### src/rtl/wb_pkg.sv
// Shared types and load-format helpers for the writeback unit.
package wb_pkg;

  localparam logic [2:0] F3_LB  = 3'b000;
  localparam logic [2:0] F3_LH  = 3'b001;
  localparam logic [2:0] F3_LW  = 3'b010;
  localparam logic [2:0] F3_LBU = 3'b100;
  localparam logic [2:0] F3_LHU = 3'b101;

  typedef struct packed {
    logic [4:0]  rd;
    logic [31:0] data;
  } wb_entry_t;

  function automatic logic ld_bad(input logic [2:0] f3, input logic [1:0] lo);
    logic bad;
    case (f3)
      F3_LB, F3_LBU: bad = 1'b0;
      F3_LH, F3_LHU: bad = lo[0];
      F3_LW:         bad = (lo != 2'b00);
      default:       bad = 1'b1;
    endcase
    return bad;
  endfunction

  function automatic logic [31:0] ld_fmt(input logic [2:0] f3, input logic [1:0] lo,
                                         input logic [31:0] w);
    logic [7:0]  b;
    logic [15:0] h;
    logic [31:0] r;
    b = w[{lo, 3'b000} +: 8];
    h = lo[1] ? w[31:16] : w[15:0];
    case (f3)
      F3_LB:   r = {{24{b[7]}}, b};
      F3_LH:   r = {{16{h[15]}}, h};
      F3_LBU:  r = {24'b0, b};
      F3_LHU:  r = {16'b0, h};
      default: r = w;
    endcase
    return r;
  endfunction

endpackage

### src/rtl/wb_fifo.sv
// Pending-write FIFO: two ordered write ports, one read port, per-entry rd taps.
module wb_fifo
  import wb_pkg::*;
#(
  parameter int DEPTH = 4,
  localparam int PW = $clog2(DEPTH)
) (
  input  logic                  clk,
  input  logic                  reset,
  input  logic                  we0,
  input  logic [4:0]            rd0,
  input  logic [31:0]           dat0,
  input  logic                  we1,
  input  logic [4:0]            rd1,
  input  logic [31:0]           dat1,
  input  logic                  re,
  output logic [4:0]            head_rd,
  output logic [31:0]           head_data,
  output logic [PW:0]           count,
  output logic [DEPTH-1:0]      ent_vld,
  output logic [DEPTH-1:0][4:0] ent_rd
);

  wb_entry_t         mem [DEPTH];
  logic [PW-1:0]     wptr, rptr, wptr1;
  logic [PW:0]       cnt_n;

  // we1 is only ever raised together with we0, so port 1 lands right after port 0
  assign wptr1 = wptr + PW'(1);
  assign cnt_n = count + {{PW{1'b0}}, we0} + {{PW{1'b0}}, we1} - {{PW{1'b0}}, re};

  always_ff @(posedge clk) begin
    if (we0) mem[wptr]  <= '{rd: rd0, data: dat0};
    if (we1) mem[wptr1] <= '{rd: rd1, data: dat1};
  end

  always_ff @(posedge clk or posedge reset) begin
    if (reset) begin
      wptr  <= '0;
      rptr  <= '0;
      count <= '0;
    end else begin
      wptr  <= wptr + PW'(we0) + PW'(we1);
      rptr  <= rptr + PW'(re);
      count <= cnt_n;
    end
  end

  assign head_rd   = mem[rptr].rd;
  assign head_data = mem[rptr].data;

  for (genvar i = 0; i < DEPTH; i++) begin : g_ent
    logic [PW-1:0] off;
    assign off        = PW'(i) - rptr;
    assign ent_vld[i] = ({1'b0, off} < count);
    assign ent_rd[i]  = mem[i].rd;
  end

endmodule

### src/rtl/writeback_unit.sv
// Serialises ALU and load completions onto the single register-file write port.
module writeback_unit
  import wb_pkg::*;
#(
  parameter int DEPTH = 4
) (
  input  logic        clk,
  input  logic        reset,
  input  logic        alu_valid,
  input  logic [4:0]  alu_rd,
  input  logic [31:0] alu_data,
  input  logic        ld_valid,
  input  logic [4:0]  ld_rd,
  input  logic [2:0]  ld_funct3,
  input  logic [1:0]  ld_addr_lo,
  input  logic [31:0] ld_rdata,
  output logic        in_ready,
  output logic        regwrite,
  output logic [4:0]  rdaddr,
  output logic [31:0] rddata,
  input  logic [4:0]  pend_addr,
  output logic        pend_hit,
  output logic        ld_err
);

  localparam int PW = $clog2(DEPTH);
  localparam logic [PW:0] CNT_MAX = (PW+1)'(DEPTH - 2);

  logic [PW:0]            count;
  logic [DEPTH-1:0]       ent_vld;
  logic [DEPTH-1:0][4:0]  ent_rd;
  logic [4:0]             head_rd;
  logic [31:0]            head_data;
  logic                   empty, ld_acc, bad, ld_push, alu_push;
  logic                   p0v, p1v, we0, we1;
  wb_entry_t              ld_e, alu_e, p0, fw0;
  logic [DEPTH-1:0]       hit_vec;

  assign in_ready = (count <= CNT_MAX);
  assign empty    = (count == '0);

  assign ld_acc   = ld_valid & in_ready;
  assign bad      = ld_bad(ld_funct3, ld_addr_lo);
  assign ld_push  = ld_acc & ~bad & (ld_rd != 5'd0);
  assign alu_push = alu_valid & in_ready & (alu_rd != 5'd0);

  assign ld_e  = '{rd: ld_rd, data: ld_fmt(ld_funct3, ld_addr_lo, ld_rdata)};
  assign alu_e = '{rd: alu_rd, data: alu_data};

  // Compact pushes: the load is older, so it goes first when both are present
  assign p0v = ld_push | alu_push;
  assign p0  = ld_push ? ld_e : alu_e;
  assign p1v = ld_push & alu_push;

  // With the FIFO empty the oldest push bypasses straight to the output register
  assign we0 = empty ? p1v : p0v;
  assign fw0 = empty ? alu_e : p0;
  assign we1 = ~empty & p1v;

  wb_fifo #(.DEPTH(DEPTH)) u_fifo (
    .clk       (clk),
    .reset     (reset),
    .we0       (we0),
    .rd0       (fw0.rd),
    .dat0      (fw0.data),
    .we1       (we1),
    .rd1       (alu_e.rd),
    .dat1      (alu_e.data),
    .re        (~empty),
    .head_rd   (head_rd),
    .head_data (head_data),
    .count     (count),
    .ent_vld   (ent_vld),
    .ent_rd    (ent_rd)
  );

  always_ff @(posedge clk or posedge reset) begin
    if (reset) begin
      regwrite <= 1'b0;
      rdaddr   <= '0;
      rddata   <= '0;
      ld_err   <= 1'b0;
    end else begin
      ld_err <= ld_acc & bad;
      if (!empty) begin
        regwrite <= 1'b1;
        rdaddr   <= head_rd;
        rddata   <= head_data;
      end else if (p0v) begin
        regwrite <= 1'b1;
        rdaddr   <= p0.rd;
        rddata   <= p0.data;
      end else begin
        regwrite <= 1'b0;
      end
    end
  end

  always_comb begin
    hit_vec = '0;
    for (int i = 0; i < DEPTH; i++)
      hit_vec[i] = ent_vld[i] & (ent_rd[i] == pend_addr);
  end

  assign pend_hit = (pend_addr != 5'd0) &
                    ((|hit_vec) | (regwrite & (rdaddr == pend_addr)));

endmodule
### config.mk
export PLATFORM = sky130hd
export DESIGN_NAME = writeback_unit
export DESIGN_NICKNAME = d
export VERILOG_FILES = /design/src/rtl/wb_pkg.sv /design/src/rtl/wb_fifo.sv /design/src/rtl/writeback_unit.sv
export SDC_FILE = /design/constraint.sdc
export NUM_CORES = 1
export LEC_CHECK = 0
export BUFFER_PORTS_ARGS = -buffer_cell sky130_fd_sc_hd__buf_2
export CORE_MARGIN = 5
export CORE_UTILIZATION = 55
export CTS_CLUSTER_DIAMETER = 40
export DETAILED_ROUTE_END_ITERATION = 10
export PLACE_DENSITY = 0.78
export SYNTH_ARGS = -nofsm -noshare
export SYNTH_HDL_FRONTEND = slang
export SYNTH_SLANG_ARGS = --single-unit
### constraint.sdc
create_clock -name clk -period 9.1 [get_ports clk]
set_clock_uncertainty 0.05 [all_clocks]
set_input_delay 1.82 -clock clk [delete_from_list [all_inputs] [get_ports clk]]
set_output_delay 1.82 -clock clk [all_outputs]
set_load 0.1 [all_outputs]
==> summary.md, run 1 <==
| Metric | Value |
|---|---|
| Worst path most repeated cell | `buf_2` |
| Power Total | `0.00410 W` |
| FP Rows | `51` |
| Min Tclk post-route | `5260 ps` |
| Switching share of power | `47.2%` |
| Post-synthesis sequential area ratio | `52.2%` |
| CP Class | `input port to output pin` |
| Crit path capture type | `output pin` |
| Switching power | `0.00194 W` |
| Max_cap viols | `0` |
| First-pass GRT wire length | `47.1 mm` |
| Critical path arrival | `3390 ps` |
| DRT iter0 DRCs | `1097` |
| Synthesized flop and latch total | `194` |
| Flop pwr share | `33.0%` |
| Die X | `150 um` |
| Crit path largest cell delay | `440 ps` |
| IO Pins | `129` |
| Clock power frac | `17.7%` |
| Internal power | `0.00217 W` |
| Crit-path cells | `buf_2, xnor2_1, nand4_1, nor4_1, o32ai_1, a21oi_1, buf_2` |
| Worst-Skew Late Latency | `450 ps` |
| GRT overflow | `0` |
| # clock sinks | `194` |
| Initial antenna violation count | `5` |
| HP Start | `rdaddr[3]` |
| Commonest cells in the synthesized netlist | `179 x nand2_1, 148 x edfxtp_1, 147 x o21ai_0, 46 x dfrtp_1, 39 x mux4_2` |
| Largest area contributor in the netlist | `edfxtp_1` |
| Status | `finished, final reports clean` |
| Most area-consuming cells after synthesis | `edfxtp_1 41%, dfrtp_1 11%, mux4_2 8.2%` |
| Synth Warn # | `0` |
| Port Buffers | `128` |
| Clk root buf | `clkbuf_16` |
| Syn-to-layout area delta | `13.5%` |
| Vias post-DR | `8476` |
| Max clock buf depth | `2` |
| Worst slew pin tran | `1150 ps` |
| DR vias/cell | `6.36` |
| Async SR Flop Fraction | `23.7%` |
| Comb power frac | `49.3%` |
| H-tree depth | `4` |
| Die ar. | `22400 sq um` |
| CTS resizes | `0` |
| DRC | `0` |
| Count of final setup violators | `0` |
| Synth Area per Inst | `11.2 sq um` |
| Initial DRT Pass Iterations | `7` |
| Worst setup SP type | `input port` |
| Synth Cell Area | `10700 sq um` |
| Starting Density | `55.4%` |
| CP Launch Point | `pend_addr[0]` |
| Post-synth top area share | `41.5%` |
| WL per Instance | `22.9 um` |
| Buf/Inv on CP | `2` |
| Routability cong. | `0.867` |
| Post-synth EDFFs | `148` |
| Placed wire-length estimate | `20.4 mm` |
| Reg2reg start | `u_fifo.count[1]` |
| Final hold viol count | `0` |
| Power per Cell Area | `338 nW/um^2` |
| Layout cells sized above 1 | `25.1%` |
| Netlist cell types | `64` |
| Largest net degree at the start of global routing | `51` |
| RSZ-0062 raised after global routing | `no` |
| Final max-slew violation count | `0` |
| Total GRT Usage | `27.8%` |
| Slew headroom | `23.5%` |
| CTS tree | `done` |
| Final core utilization | `62.9%` |
| Leak pwr | `4.70 nW` |
| Max Fclk | `190 MHz` |
| Vias in the first global route | `8376` |
| Setup TNS | `0 ps` |
| Min-Delay Path Class | `register to register` |
| Post-CTS setup buffers | `0` |
| Die Y-Extent | `150 um` |
| Crit Path Max Fanout | `6` |
| Synthesized net count | `1050` |
| Synth Flop Type | `edfxtp_1` |
| Crit share post-route | `57.8%` |
| Cells after Synth | `953` |
| Worst EP required | `7230 ps` |
| Core ar. | `19300 sq um` |
| Remaining antenna violation count | `0` |
| Routed wire length | `30.5 mm` |
| Slowest cell on crit path | `buf_2` |
| Clk pin slew, worst setup/hold paths | `70 ps` |
| Final hold slack | `533 ps` |
| Inserted Clock Buffers | `17` |
| Final net count | `1147` |
| # hold bufs at CTS | `0` |
| Most common cell in the netlist | `nand2_1` |
| Kind of cell adding the most delay to the critical path | `buffers and inverters` |
| Peak supply drop | `0.000235 V` |
-- state kept, by name (all words and copies together), names as in the netlist --
register      cells
ld_err            1
u_fifo.wptr       2
u_fifo.rptr       2
u_fifo.mem      148
rddata           32
rdaddr            5
regwrite          1
u_fifo.count      3
-- metrics by stage --
stage / setup WS, ps / std cells / cell area [sq um]
global route: 3700 / 1332 / 12200
finish: 3840 / 1332 / 12200
CTS: 3840 / 1328 / 12100
global placement: 3970 / 1296 / 11600
detailed placement: 3840 / 1296 / 11600
floorplan: 3010 / 953 / 10700
-- kinds of logic (layout without fill, tap and decap cells) --
family	Yosys count	after routing	synth area share, %
multiplexers	92	92	13.5
adder cells (fa/ha/maj)	10	10	1.37
other	0	4	0
buffers and inverters	93	203	3.76
AO/OA/AOI/OAI	246	246	14.1
AND/OR/NAND/NOR	289	289	12.7
XOR/XNOR	29	29	2.37
flip-flops	194	194	52.2
-- area by class of cell --
cell class | instances | area (sq um)
timing repair buffer | 147 | 783
inverter | 24 | 90.1
antenna | 4 | 10.0
tap | 265 | 332
sequential | 194 | 5600
clock buffer | 17 | 425
fill | 1516 | 7180
clock inverter | 15 | 130
multi-input combinational | 666 | 4790
-- tightest hold or removal path, cell delays in order (launching register included) --
cell and delay (ps):
dfrtp_1 390, nand3_1 80, nand3_1 80
-- path summary, 6_finish.rpt --
check / end / slack, ps / depth (start not counted)
max: pend_hit / 3840 / 7
min reg2reg: rdaddr[3] / 530 / 2
max reg2reg: u_fifo.mem[1][34] / 5720 / 8
max in group asynchronous: u_fifo.rptr[1] / 6930 / 3
min: rdaddr[3] / 530 / 2
min in group asynchronous: rddata[3] / 1520 / 3
-- placed cells by master (no fill, tap or decap), drive strengths merged, types with 2 or more instances in the layout --
cell type,instances
nand2,179
o21ai,153
edfxtp,148
buf,147
dfrtp,46
mux4,39
nand3,34
mux2i,33
a21oi,31
inv,30
a222oi,21
mux2,20
xor2,19
and3,17
clkbuf,17
nor2b,13
nor2,11
a31oi,10
xnor2,10
nor3,9
a22o,7
nor4,7
nand2b,6
ha,6
clkinv,6
a22oi,5
diode,4
o221ai,4
o2111ai,3
fa,3
clkinvlp,3
or4,3
nor4b,3
o211ai,2
and2,2
nand4,2
-- power groups by stage --
stage               Sequential, W  Clock [W]  Combinational [W]
global placement          0.00136          0            0.00198
floorplan                 0.00197          0           0.000951
global route              0.00137   0.000767            0.00215
CTS                       0.00135   0.000728            0.00203
finish                    0.00135   0.000725            0.00203
detailed placement        0.00137          0            0.00202
-- layer usage --
layer	GRT usage (%)	vias up	share of wire, %
met2	44.4	571	48
met4	10.6	2	2.9
met3	5.81	66	11
met5	0	-	0.023
met1	37.7	4058	38
li1	-	3779	-
Note: power is estimated with default switching activity, not from simulation.
==> run 2: changes to the inputs <==
Settings changed: ABC_AREA set to 1, PLACE_DENSITY 0.78 to 0.77.
Clock period 9.1 ns to 5.32 ns, I/O delays scaled along.
==> run 2 against run 1 <==
Net effect: global-route usage up 2.8 points; sequential cell count unchanged; critical path depth up 4; combinational power rose by 94%; critical path type is now input port to register; largest cell class unchanged.
==> summary.md, run 2 <==
| Metric | Value |
|---|---|
| IO Pins | `129` |
| Count of final setup violators | `0` |
| Most common cell in the netlist | `nand2_1` |
| Max reg flops | `148` |
| CTS resizes | `0` |
| Switching share of power | `48.8%` |
| Placed cell count | `1911` |
| Inserted Clock Buffers | `17` |
| Vias post-DR | `11.5k` |
| Post-synth EDFFs | `148` |
| Worst-Skew Late Latency | `440 ps` |
| Max clock buf depth | `2` |
| Crit share post-route | `70.5%` |
| DR vias/cell | `5.90` |
| Worst slew pin tran | `964 ps` |
| Synth Warn # | `0` |
| # hold bufs at CTS | `0` |
| Die Y-Extent | `157 um` |
| Netlist cell types | `36` |
| Clk root buf | `clkbuf_16` |
| RSZ-0062 raised after global routing | `no` |
| FP Rows | `53` |
| Leak pwr | `6.27 nW` |
| CTS tree | `done` |
| Antenna fix cells | `0` |
| H-tree depth | `4` |
| Total GRT Usage | `30.6%` |
| Final non-filler cell total | `1943` |
| WL per Instance | `19.2 um` |
| Port Buffers | `128` |
| Flop pwr share | `31.7%` |
| Synthesized net count | `1659` |
| Switching power | `0.00377 W` |
| Max_cap viols | `0` |
| First-pass GRT wire length | `58.3 mm` |
| Layout cells sized above 1 | `14.4%` |
| Most flops, register | `u_fifo.mem` |
| GRT overflow | `0` |
| Min Tclk post-route | `3750 ps` |
| Vias in the first global route | `11.1k` |
| Crit path capture type | `register` |
| Internal power | `0.00395 W` |
| Commonest non-fill, non-tap cells in the layout | `746 x nand2_1, 274 x nand3_1, 148 x edfxtp_1, 128 x buf_2, 54 x inv_1` |
| DRT iter0 DRCs | `1320` |
| Power per Cell Area | `583 nW/um^2` |
| Post-synth top area share | `37.6%` |
| Die ar. | `24500 sq um` |
| Remaining antenna violation count | `0` |
| Crit Path Max Fanout | `38` |
| Routed wire length | `37.3 mm` |
| Commonest cells in the synthesized netlist | `748 x nand2_1, 274 x nand3_1, 148 x edfxtp_1, 55 x inv_1, 46 x dfrtp_1` |
| Comb power frac | `50.9%` |
| Clk pin slew, worst setup/hold paths | `70 ps` |
| Syn-to-layout area delta | `11.9%` |
| Largest net degree at the start of global routing | `50` |
| Min-Delay Path Class | `register to register` |
| Starting Density | `56.1%` |
| Biggest regs | `u_fifo.mem (148), rddata (32), rdaddr (5)` |
| Clock power frac | `17.4%` |
| Final core utilization | `62.8%` |
| Core ar. | `21100 sq um` |
| DRC | `0` |
| Final max-slew violation count | `0` |
| Post-synthesis sequential area ratio | `47.3%` |
| Async SR Flop Fraction | `23.7%` |
| Status | `finished, final reports clean` |
| Synth Flop Type | `edfxtp_1` |
| Synth Cell Area | `11800 sq um` |
| Slew headroom | `35.6%` |
| Placed wire-length estimate | `24.1 mm` |
| Worst EP required | `5630 ps` |
| Most area-consuming cells after synthesis | `edfxtp_1 38%, nand2_1 24%, nand3_1 12%` |
| Post-CTS setup buffers | `0` |
| # clock sinks | `194` |
| Worst setup SP type | `input port` |
| Final hold viol count | `0` |
| Commonest non-fill, non-tap cell in the layout | `nand2_1` |
| CP Class | `input port to register` |
| Die X | `157 um` |
| Synth Area per Inst | `7.57 sq um` |
| Setup TNS | `0 ps` |
| Peak supply drop | `0.000528 V` |
| Filler cell count | `1862` |
| Cells after Synth | `1562` |
| Routability cong. | `0.916` |
| Initial antenna violation count | `0` |
| Final net count | `1752` |
| Synthesized flop and latch total | `194` |
| Initial DRT Pass Iterations | `6` |
| Max Fclk | `266 MHz` |
| Critical path arrival | `4060 ps` |
| Largest area contributor in the netlist | `edfxtp_1` |
-- run 2: through the flow --
step | setup slack, ps | total power (W) | hold slack [ps] | area, sq um
2_1_floorplan | 321 | 0.00541 | 434 | 11800
5_1_grt | 1300 | 0.00816 | 470 | 13200
3_5_place_dp | 1140 | 0.00636 | 428 | 12600
4_1_cts | 1580 | 0.00769 | 449 | 13200
3_3_place_gp | 1240 | 0.00627 | 424 | 12600
6_report | 1570 | 0.00772 | 443 | 13200
-- run 2: power groups by stage --
stage	sequential, W	combinational [W]	clock (W)
detailed placement	0.00247	0.00389	0
finish	0.00244	0.00393	0.00135
global placement	0.00246	0.00381	0
CTS	0.00244	0.00391	0.00134
floorplan	0.00350	0.00191	0
global route	0.00248	0.00428	0.00139
-- run 2: area by class of cell --
class | instances | area, sq um | share of cell area [%]
Inverter | 67 | 251 | 1.90
Clock inverter | 12 | 158 | 1.19
Sequential cell | 194 | 5600 | 42.3
Clock buffer | 20 | 447 | 3.38
Timing Repair Buffer | 156 | 901 | 6.81
Multi-Input combinational cell | 1219 | 5540 | 41.8
Tap cell | 275 | 344 | 2.60
-- run 2: cells by family (layout without fill, tap and decap cells) --
family          Yosys count  after routing  synth area share [%]
simple gates           1133           1133                  40.8
flops                   194            194                  47.3
buf+inv                 149            255                  6.14
compound gates           58             58                  3.18
xor+xnor                 19             19                  1.41
fa+ha+maj                 9              9                  1.14
-- run 2: path summary, 6_finish.rpt --
kind / start / to / slack, ps / depth (start not counted)
min in group asynchronous: reset / u_fifo.count[1] / 770 / 3
min: rddata[31] / rddata[31] / 440 / 2
max in group asynchronous: reset / rddata[27] / 3960 / 3
max reg2reg: u_fifo.count[1] / u_fifo.count[2] / 2110 / 11
min reg2reg: rddata[31] / rddata[31] / 440 / 2
max: ld_funct3[1] / u_fifo.count[2] / 1570 / 11
-- run 2: layer usage --
metal	global-route usage [%]	vias to the layer above	wire, um
met5	0	-	0
met4	15.4	0	1720
met3	5.81	150	4200
met2	49.6	737	17500
met1	39.4	5220	13900
li1	-	5364	-
-- run 2: critical path, cell delays in order --
cell and delay (ps):
buf_2 460, nor2_1 160, nor2_1 160, nand2_2 100, nand4_4 260, nand2_1 140, a21oi_1 430, inv_1 220
fa_1 430, fa_1 410, xnor2_1 190
==> run 3: changes to the inputs <==
Settings changed: CORE_UTILIZATION 55 to 54, PLACE_DENSITY 0.77 to 0.79.
Clock period 5.32 ns to 3 ns, I/O delays scaled along.
==> run 3 against run 2 <==
Net effect: hold slack worse by 280 ps; core utilization is 0.44 points lower; wire length is 2.5% higher; die area is 1.7% higher; via count is 1.5% higher; highest routed layer is now met5; count of clock-buffer cells in the layout is 2 lower; clock power is 67% higher; sequential cell count stayed put.
==> summary.md, run 3 (synthesized netlist as in run 2, its figures left out) <==
| Metric | Value |
|---|---|
| Initial antenna violation count | `3` |
| Final net count | `1785` |
| Die Y-Extent | `158 um` |
| Die X | `158 um` |
| Min-Delay Path Class | `input port to asynchronous set/reset pin` |
| GRT overflow | `0` |
| Power per Cell Area | `1030 nW/um^2` |
| Clk root buf | `clkbuf_16` |
| Placed wire-length estimate | `25.7 mm` |
| Slew headroom | `36.6%` |
| Worst-Skew Late Latency | `440 ps` |
| Largest net degree at the start of global routing | `67` |
| Leak pwr | `6.43 nW` |
| FP Rows | `54` |
| Final hold viol count | `0` |
| FF-to-FF End | `u_fifo.mem[2][32]` |
| Inserted Clock Buffers | `17` |
| Syn-to-layout area delta | `14.3%` |
| WL met2 | `18.1 mm` |
| Commonest non-fill, non-tap cells in the layout | `743 x nand2_1, 274 x nand3_1, 148 x edfxtp_1, 127 x buf_2, 57 x buf_4` |
| Final hold slack | `164 ps` |
| # clock sinks | `194` |
| Crit path capture type | `output pin` |
| Most flops, register | `u_fifo.mem` |
| Total GRT Usage | `31.3%` |
| Max clock buf depth | `2` |
| Max reg flops | `148` |
| CP Launch Point | `u_fifo.rptr[1]` |
| Metal1 wirelength | `13.7 mm` |
| Peak supply drop | `0.000987 V` |
| Status | `finished, final reports clean` |
| Worst EP required | `2350 ps` |
| Routability cong. | `0.947` |
| First-pass GRT wire length | `59.7 mm` |
| Worst slew pin tran | `949 ps` |
| Worst setup SP type | `register` |
| DR vias/cell | `5.88` |
| IO Pins | `129` |
| Port Buffers | `128` |
| WL per Instance | `19.3 um` |
| Antenna fix cells | `0` |
| Starting Density | `54.5%` |
| Count of final setup violators | `0` |
| Max_cap viols | `0` |
| Crit share post-route | `96.3%` |
| Vias post-DR | `11.6k` |
| Initial DRT Pass Iterations | `7` |
| # hold bufs at CTS | `0` |
| CP Class | `register to output pin` |
| Crit Path Max Fanout | `4` |
| DRC | `0` |
| DR top layer | `met5` |
| H-tree depth | `4` |
| Clk pin slew, worst setup/hold paths | `70 ps` |
| DRT iter0 DRCs | `1518` |
| Reg2Reg Depth | `12` |
| Final core utilization | `62.3%` |
| Vias in the first global route | `11.4k` |
| Max Fclk | `346 MHz` |
| R2R setup slack | `380 ps` |
| Critical path arrival | `2240 ps` |
| Commonest non-fill, non-tap cell in the layout | `nand2_1` |
| CTS tree | `done` |
| Min Tclk post-route | `2890 ps` |
| Routed wire length | `38.3 mm` |
| Metal3 WL | `4.49 mm` |
| Biggest regs | `u_fifo.mem (148), rddata (32), rdaddr (5)` |
| Layout cells sized above 1 | `16.8%` |
| Die ar. | `25000 sq um` |
| Core ar. | `21700 sq um` |
| Final max-slew violation count | `0` |
| Reg2reg start | `u_fifo.count[1]` |
| Remaining antenna violation count | `0` |
## run 3: power by group
part           leakage (nW)  total [W]  internal (W)  switching, W
Sequential             1.89    0.00436       0.00399      0.000370
Combinational          4.25    0.00726       0.00186       0.00540
Clock                 0.284    0.00226       0.00119       0.00107
Total                  6.43     0.0139       0.00704       0.00684
## run 3: layout make-up
type                            count  area (sq um)
Clock inverter                     14           144
Sequential cell                   194          5600
Clock buffer                       18           439
Inverter                           67           251
Tap cell                          280           350
Timing Repair Buffer              189          1160
Fill cell                        1895          8170
Multi-Input combinational cell   1219          5570
## run 3: routing by layer
metal,vias to the layer above,global-route usage [%]
li1,5417,-
met1,5328,39.3
met2,748,50.9
met3,147,6.70
met4,6,16.3
met5,-,0
## run 3: stage by stage
stage	setup TNS (ps)	worst slack (ps)	cells	area [sq um]	power [W]
2_1_floorplan	-7920	-212	1562	11900	0.00960
3_3_place_gp	0	299	1944	12900	0.0113
3_5_place_dp	0	253	1944	12900	0.0114
4_1_cts	0	5.50	1978	13500	0.0137
5_1_grt	-9.31	-9.31	1981	13500	0.0147
6_report	0	111	1981	13500	0.0139
## run 3: worst max path at each step
| stage | slack (ps) | end | cells past startpoint |
|---|---|---|---|
| floorplan | -210 | u_fifo.mem[3][0] | 8 |
| global placement | 300 | u_fifo.count[2] | 10 |
| detailed placement | 250 | u_fifo.count[2] | 10 |
| CTS | 6 | pend_hit | 13 |
| global route | -9 | pend_hit | 13 |
| finish | 110 | pend_hit | 11 |
## run 3: critical path: stages (launching register included)
cell      delay [ps]
dfrtp_2          430
inv_2             80
nand2_2          100
nand2_2           70
ha_1             270
a21boi_0         130
o21ai_1          170
nand4_1          100
nand2_1           70
nor2_1            50
nor2_2           140
buf_12           190
## run 3: timing repair
action	in CTS	in global routing
gates resized for setup	5	8
setup endpoints to repair	1	1
pin swaps	0	1
setup buffers	2	3
